<file path="src/rtl/ata_pio_pkg.sv">
// Shared definitions for the host-side ATA PIO sequencer: FSM state
// encoding, the address bit that selects the chip select, and default widths.
package ata_pio_pkg;

  // Default ATA data bus width and host register address width
  localparam int DWIDTH_DEF = 16;
  localparam int AWIDTH_DEF = 4;

  // Address bit choosing between command block (CS0) and control block (CS1)
  localparam int CS_SEL_BIT = 3;

  // Sequencer states
  typedef enum logic [1:0] {
    ST_IDLE  = 2'b00,
    ST_ISSUE = 2'b01,
    ST_WAIT  = 2'b10,
    ST_ACK   = 2'b11
  } pio_state_t;

endpackage : ata_pio_pkg

</file>
<file path="src/rtl/pio_adr_reg.sv">
// Holding register for the ATA address lines, chip selects, direction and
// write data. 'load' captures a new request; 'clr_cs' negates both chip
// selects while keeping address and data stable for hold time.
module pio_adr_reg
  import ata_pio_pkg::*;
#(
  parameter int DWIDTH = DWIDTH_DEF,
  parameter int AWIDTH = AWIDTH_DEF
) (
  input  logic              clk,
  input  logic              nReset,
  input  logic              rst,
  input  logic              load,
  input  logic              clr_cs,
  input  logic [AWIDTH-1:0] adr,
  input  logic              we_in,
  input  logic [DWIDTH-1:0] dat_in,
  output logic [2:0]        DA,
  output logic              nCS0,
  output logic              nCS1,
  output logic              we,
  output logic [DWIDTH-1:0] DD_o
);

  // Capture request fields on load; drop chip selects at end of transfer
  always_ff @(posedge clk or negedge nReset) begin
    if (!nReset) begin
      DA   <= 3'b000;
      nCS0 <= 1'b1;
      nCS1 <= 1'b1;
      we   <= 1'b0;
      DD_o <= {DWIDTH{1'b0}};
    end else if (rst) begin
      DA   <= 3'b000;
      nCS0 <= 1'b1;
      nCS1 <= 1'b1;
      we   <= 1'b0;
      DD_o <= {DWIDTH{1'b0}};
    end else if (load) begin
      DA   <= adr[2:0];
      // Exactly one chip select goes low: adr[3]=0 -> CS0, adr[3]=1 -> CS1
      nCS0 <= adr[CS_SEL_BIT];
      nCS1 <= ~adr[CS_SEL_BIT];
      we   <= we_in;
      DD_o <= dat_in;
    end else if (clr_cs) begin
      nCS0 <= 1'b1;
      nCS1 <= 1'b1;
    end
  end

endmodule : pio_adr_reg

</file>
<file path="src/rtl/pio_xfer_ctrl.sv">
// Host-side PIO sequencer in front of the PIO timing controller.
// Accepts one host register request at a time, presents address/chip
// select/write data, pulses go for one cycle, captures read data on the
// timing controller's data strobe and acknowledges on its done.
// Optional build macro PIO_WRITE_POST_EN: writes are acknowledged while
// the transfer is being issued and complete in the background.
module pio_xfer_ctrl
  import ata_pio_pkg::*;
#(
  parameter int DWIDTH = DWIDTH_DEF,
  parameter int AWIDTH = AWIDTH_DEF
) (
  input  logic              clk,
  input  logic              nReset,
  input  logic              rst,
  input  logic              req,
  input  logic              req_we,
  input  logic [AWIDTH-1:0] req_adr,
  input  logic [DWIDTH-1:0] host_dat_i,
  output logic [DWIDTH-1:0] host_dat_o,
  output logic              ack,
  output logic              go,
  output logic              we,
  input  logic              tc_oe,
  input  logic              tc_done,
  input  logic              tc_dstrb,
  output logic [2:0]        DA,
  output logic              nCS0,
  output logic              nCS1,
  output logic [DWIDTH-1:0] DD_o,
  input  logic [DWIDTH-1:0] DD_i,
  output logic              DD_oe
);

  pio_state_t state_r;
  logic       posted_r;
  logic       load_s;
  logic       clr_cs_s;

  // Decode register-file controls from the current state
  always_comb begin
    load_s   = 1'b0;
    clr_cs_s = 1'b0;
    case (state_r)
      ST_IDLE:  load_s   = req;
      ST_WAIT:  clr_cs_s = tc_done;
      default: begin
        load_s   = 1'b0;
        clr_cs_s = 1'b0;
      end
    endcase
  end

  pio_adr_reg #(
    .DWIDTH (DWIDTH),
    .AWIDTH (AWIDTH)
  ) u_adr_reg (
    .clk    (clk),
    .nReset (nReset),
    .rst    (rst),
    .load   (load_s),
    .clr_cs (clr_cs_s),
    .adr    (req_adr),
    .we_in  (req_we),
    .dat_in (host_dat_i),
    .DA     (DA),
    .nCS0   (nCS0),
    .nCS1   (nCS1),
    .we     (we),
    .DD_o   (DD_o)
  );

  // Data bus is driven only while the timing controller enables it on a write
  assign DD_oe = tc_oe & we;

  // Transfer sequencer with registered go/ack strobes and read-data latch
  always_ff @(posedge clk or negedge nReset) begin
    if (!nReset) begin
      state_r    <= ST_IDLE;
      go         <= 1'b0;
      ack        <= 1'b0;
      posted_r   <= 1'b0;
      host_dat_o <= {DWIDTH{1'b0}};
    end else if (rst) begin
      state_r    <= ST_IDLE;
      go         <= 1'b0;
      ack        <= 1'b0;
      posted_r   <= 1'b0;
      host_dat_o <= {DWIDTH{1'b0}};
    end else begin
      go  <= 1'b0;
      ack <= 1'b0;
      case (state_r)
        ST_IDLE: begin
          if (req) begin
            state_r <= ST_ISSUE;
            go      <= 1'b1;
`ifdef PIO_WRITE_POST_EN
            // Posted write: acknowledge during ISSUE, finish in background
            posted_r <= req_we;
            ack      <= req_we;
`else
            posted_r <= 1'b0;
`endif
          end
        end
        ST_ISSUE: begin
          // A done seen here is illegal and deliberately ignored
          state_r <= ST_WAIT;
        end
        ST_WAIT: begin
          if (tc_dstrb && !we) begin
            host_dat_o <= DD_i;
          end
          if (tc_done) begin
            state_r <= ST_ACK;
            ack     <= ~posted_r;
          end
        end
        ST_ACK: begin
          state_r  <= ST_IDLE;
          posted_r <= 1'b0;
        end
        default: begin
          state_r <= ST_IDLE;
        end
      endcase
    end
  end

endmodule : pio_xfer_ctrl

</file>
<file path="config.mk">
export PLATFORM = sky130hd
export DESIGN_NAME = pio_xfer_ctrl
export DESIGN_NICKNAME = d
export VERILOG_FILES = /design/src/rtl/ata_pio_pkg.sv /design/src/rtl/pio_adr_reg.sv /design/src/rtl/pio_xfer_ctrl.sv
export SDC_FILE = /design/constraint.sdc
export NUM_CORES = 1
export LEC_CHECK = 0
export ABC_AREA = 1
export BUFFER_PORTS_ARGS = -buffer_cell sky130_fd_sc_hd__buf_2
export CAP_MARGIN = 10
export CORE_ASPECT_RATIO = 1.1
export CORE_MARGIN = 1.5
export CORE_UTILIZATION = 44
export DETAILED_ROUTE_END_ITERATION = 10
export PLACE_DENSITY = 0.76
export SETUP_SLACK_MARGIN = 0.05
export SYNTH_ARGS = -nofsm -noshare
export SYNTH_HDL_FRONTEND = slang
export SYNTH_HIERARCHICAL = 1
export SYNTH_SLANG_ARGS = --single-unit
</file>
<file path="constraint.sdc">
create_clock -name clk -period 2.85 [get_ports clk]
set_input_delay 0.4275 -clock clk [delete_from_list [all_inputs] [get_ports clk]]
set_output_delay 0.4275 -clock clk [all_outputs]
set_load 0.005 [all_outputs]
</file>
==> impl_metrics.tcl <==
set metrics [dict create \
    io_pins 85 \
    drt_iter0_drc 63 \
    power.total_mw 1.58 \
    ys_seq_area_share_pct 57.8 \
    antenna_cells 0 \
    tightest_slew_ns 0.887 \
    critPathKind "reg2reg" \
    hpwl_um 2850 \
    yosys_register_bits 42 \
    hp-class "in2async" \
    cp.arrival_ns 2.18 \
    report.final.setup_viol 0 \
    fin_crit_sh_pct 68.5 \
    setup_tns_ns 0 \
    power_density_nw_per_um2 677 \
    synth.avg_cell_area_um2 8.99 \
    clock_latency_ns 0.29 \
    clock-root-buffer "clkbuf_8" \
    cts_resized 0 \
    rows 24 \
    yosysWarningCount 6 \
    cts_made_buffers 5 \
    vias 1580 \
    grt_max_degree 43 \
    fp.dieH_um 70.5 \
    htreeDepth 2 \
    finClkSkew_ns 0.00629 \
    hold_buffers 0 \
    syn_area_um2 1820 \
    p_seq_share_pct 47.3 \
    fin_area_um2 2330 \
    nets 330 \
    syn_to_final_growth_pct 27.7 \
    dpl_cell_area_um2 2220 \
    combPwrFrac_pct 24.3 \
    drv_slew 0 \
    syn_inst 203 \
    synth_cell_type_count 16 \
    clk_pin_slew_ns 0.08 \
    cts_tree "yes" \
    timing.fmax_mhz 512 \
    fin_util_pct 58.8 \
    routed_via_density 4.69 \
    grt_pass1_vias 1448 \
    leakage_nw 1.46 \
    clkPwrFrac_pct 28.4 \
    postCtsSetupBuffers 0 \
    wl_per_cell_um 12.1 \
    endpoint_kind "flip-flop" \
    drv_cap 0 \
    portBuffers 84 \
    drive_above_1_share_pct 35.8 \
    drcViolationCount 0 \
    syn_nets 249 \
    wl_um 4060 \
    crit_path_start_kind "flip-flop" \
    antenna_found_initial 0 \
    core_um2 3960 \
    irDropWorstVdd_mv 0.357 \
    period_minus_slack_ns 1.95 \
    whs_ns 0.260 \
    gp_congestion 0.732 \
    p_switching_uw 478 \
    cts.sinks 42 \
    fillers 389 \
    clock_path_buffers 2 \
    hold_viol_final 0 \
    rsz0062_at_grt "false" \
    status "finished, final reports clean" \
    grt_pass1_wl_um 6490 \
    required_ns 3.07 \
    max-slew-margin-rel_pct 40.9 \
    start_util_pct 46.0 \
    dieArea_um2 4540 \
    grtUsageTotal_pct 18.6 \
    antenna_left 0 \
    die_w_um 64.4 \
    first_pass_iters 4 \
    globalRouteOverflowTotal 0 \
    critical_path.max_fanout 23 \
    switching_share_pct 30.3 \
    p_int_mw 1.10 \
]
==> cell families (layout without fill, tap and decap cells) <==
logic type                 after synthesis  after routing  share of synthesized area, %
adders and majority gates                2              2                          1.37
DFF                                     42             42                          57.8
buffers and inverters                   21            103                          7.13
and+or+nand+nor                        138            138                          33.7
==> path summary, 6_finish.rpt <==
check / depth (start not counted) / from / end / slack, ns
hold / removal: 1 / nReset / state_r[1]$_DFFE_PN0P_ / 0.26
setup / recovery: 8 / state_r[0]$_DFFE_PN0P_ / u_adr_reg/nCS0$_DFFE_PN1P_ / 0.90
max in group asynchronous: 1 / nReset / u_adr_reg/DD_o[13]$_DFFE_PN0P_ / 2.04
min in group clk: 3 / DD_i[8] / host_dat_o[8]$_DFFE_PN0P_ / 0.33
setup reg to reg: 8 / state_r[0]$_DFFE_PN0P_ / u_adr_reg/nCS0$_DFFE_PN1P_ / 0.90
hold reg to reg: 2 / u_adr_reg/DD_o[7]$_DFFE_PN0P_ / u_adr_reg/DD_o[7]$_DFFE_PN0P_ / 0.47
==> state kept, by name, indices dropped and copies added (netlist names) <==
register / count
go: 1
u_adr_reg/we: 1
ack: 1
host_dat_o: 16
u_adr_reg/nCS1: 1
u_adr_reg/nCS0: 1
u_adr_reg/DD_o: 16
state_r: 2
u_adr_reg/DA: 3
==> cell usage after synthesis <==
| cell | instances | area share (%) |
|---|---|---|
| dfstp_2 | 2 | 2.9 |
| clkbuf_4 | 1 | 0.41 |
| nand3_1 | 42 | 12 |
| inv_2 | 2 | 0.41 |
| nor2_4 | 1 | 0.62 |
| dfrtp_1 | 40 | 55 |
| buf_2 | 2 | 0.55 |
| nand2_1 | 84 | 17 |
| inv_1 | 9 | 1.9 |
| nor2_1 | 6 | 1.2 |
| nor2_8 | 1 | 1.1 |
| nand3_4 | 1 | 0.96 |
| buf_6 | 5 | 3.1 |
| nand2_2 | 3 | 1.0 |
| buf_4 | 2 | 0.82 |
| ha_1 | 2 | 1.4 |
==> metrics by stage <==
| stage | worst slack [ns] | cells |
|---|---|---|
| final | 0.897 | 337 |
| after global routing | 0.683 | 337 |
| after CTS | 0.885 | 337 |
| after detailed placement | 0.913 | 329 |
| after global placement | 0.984 | 329 |
| after floorplan | 1.62 | 203 |
==> final cells by class <==
type	count	area (µm²)	share of cell area (%)
Sequential cell	42	1050	45.2
Multi-Input combinational cell	140	641	27.5
Clock inverter	3	40.0	1.72
Inverter	11	41.3	1.77
Clock buffer	5	68.8	2.95
Timing Repair Buffer	84	420	18.0
Tap cell	52	65.1	2.79
==> worst max-delay path, stage by stage (launching register included) <==
cell,delay (ns)
dfrtp_1,0.37
inv_1,0.07
ha_1,0.21
nand2_1,0.09
inv_1,0.32
nor2_4,0.54
nand2_1,0.13
nand2_1,0.10
nand2_1,0.05
==> layout by cell type (no fill, tap or decap) <==
cell type and n:
buf_2 84, bufinv_16 1, clkbuf_8 5, clkinv_2 2
dfrtp_1 40, dfstp_2 2, ha_1 2, inv_1 9
inv_2 2, nand2_1 84, nand2_2 3, nand3_1 42
nand3_4 1, nor2_1 6, nor2_4 1, nor2_8 1
==> per-layer routing <==
layer	wire [µm]	GRT usage (%)	vias up
met1	1630	23.1	730
met4	70	7.57	0
met2	2160	31.0	46
met5	0	0	-
li1	-	-	798
met3	200	4.93	6
==> power groups by stage <==
stage                     Clock, mW  Combinational [mW]  Sequential (mW)
final                         0.449               0.383            0.746
after global routing          0.484               0.439            0.756
after CTS                     0.463               0.389            0.747
after detailed placement          0               0.387            0.756
after global placement            0               0.372            0.756
after floorplan                   0               0.243            0.760
Power figures use the tool's default switching activity.
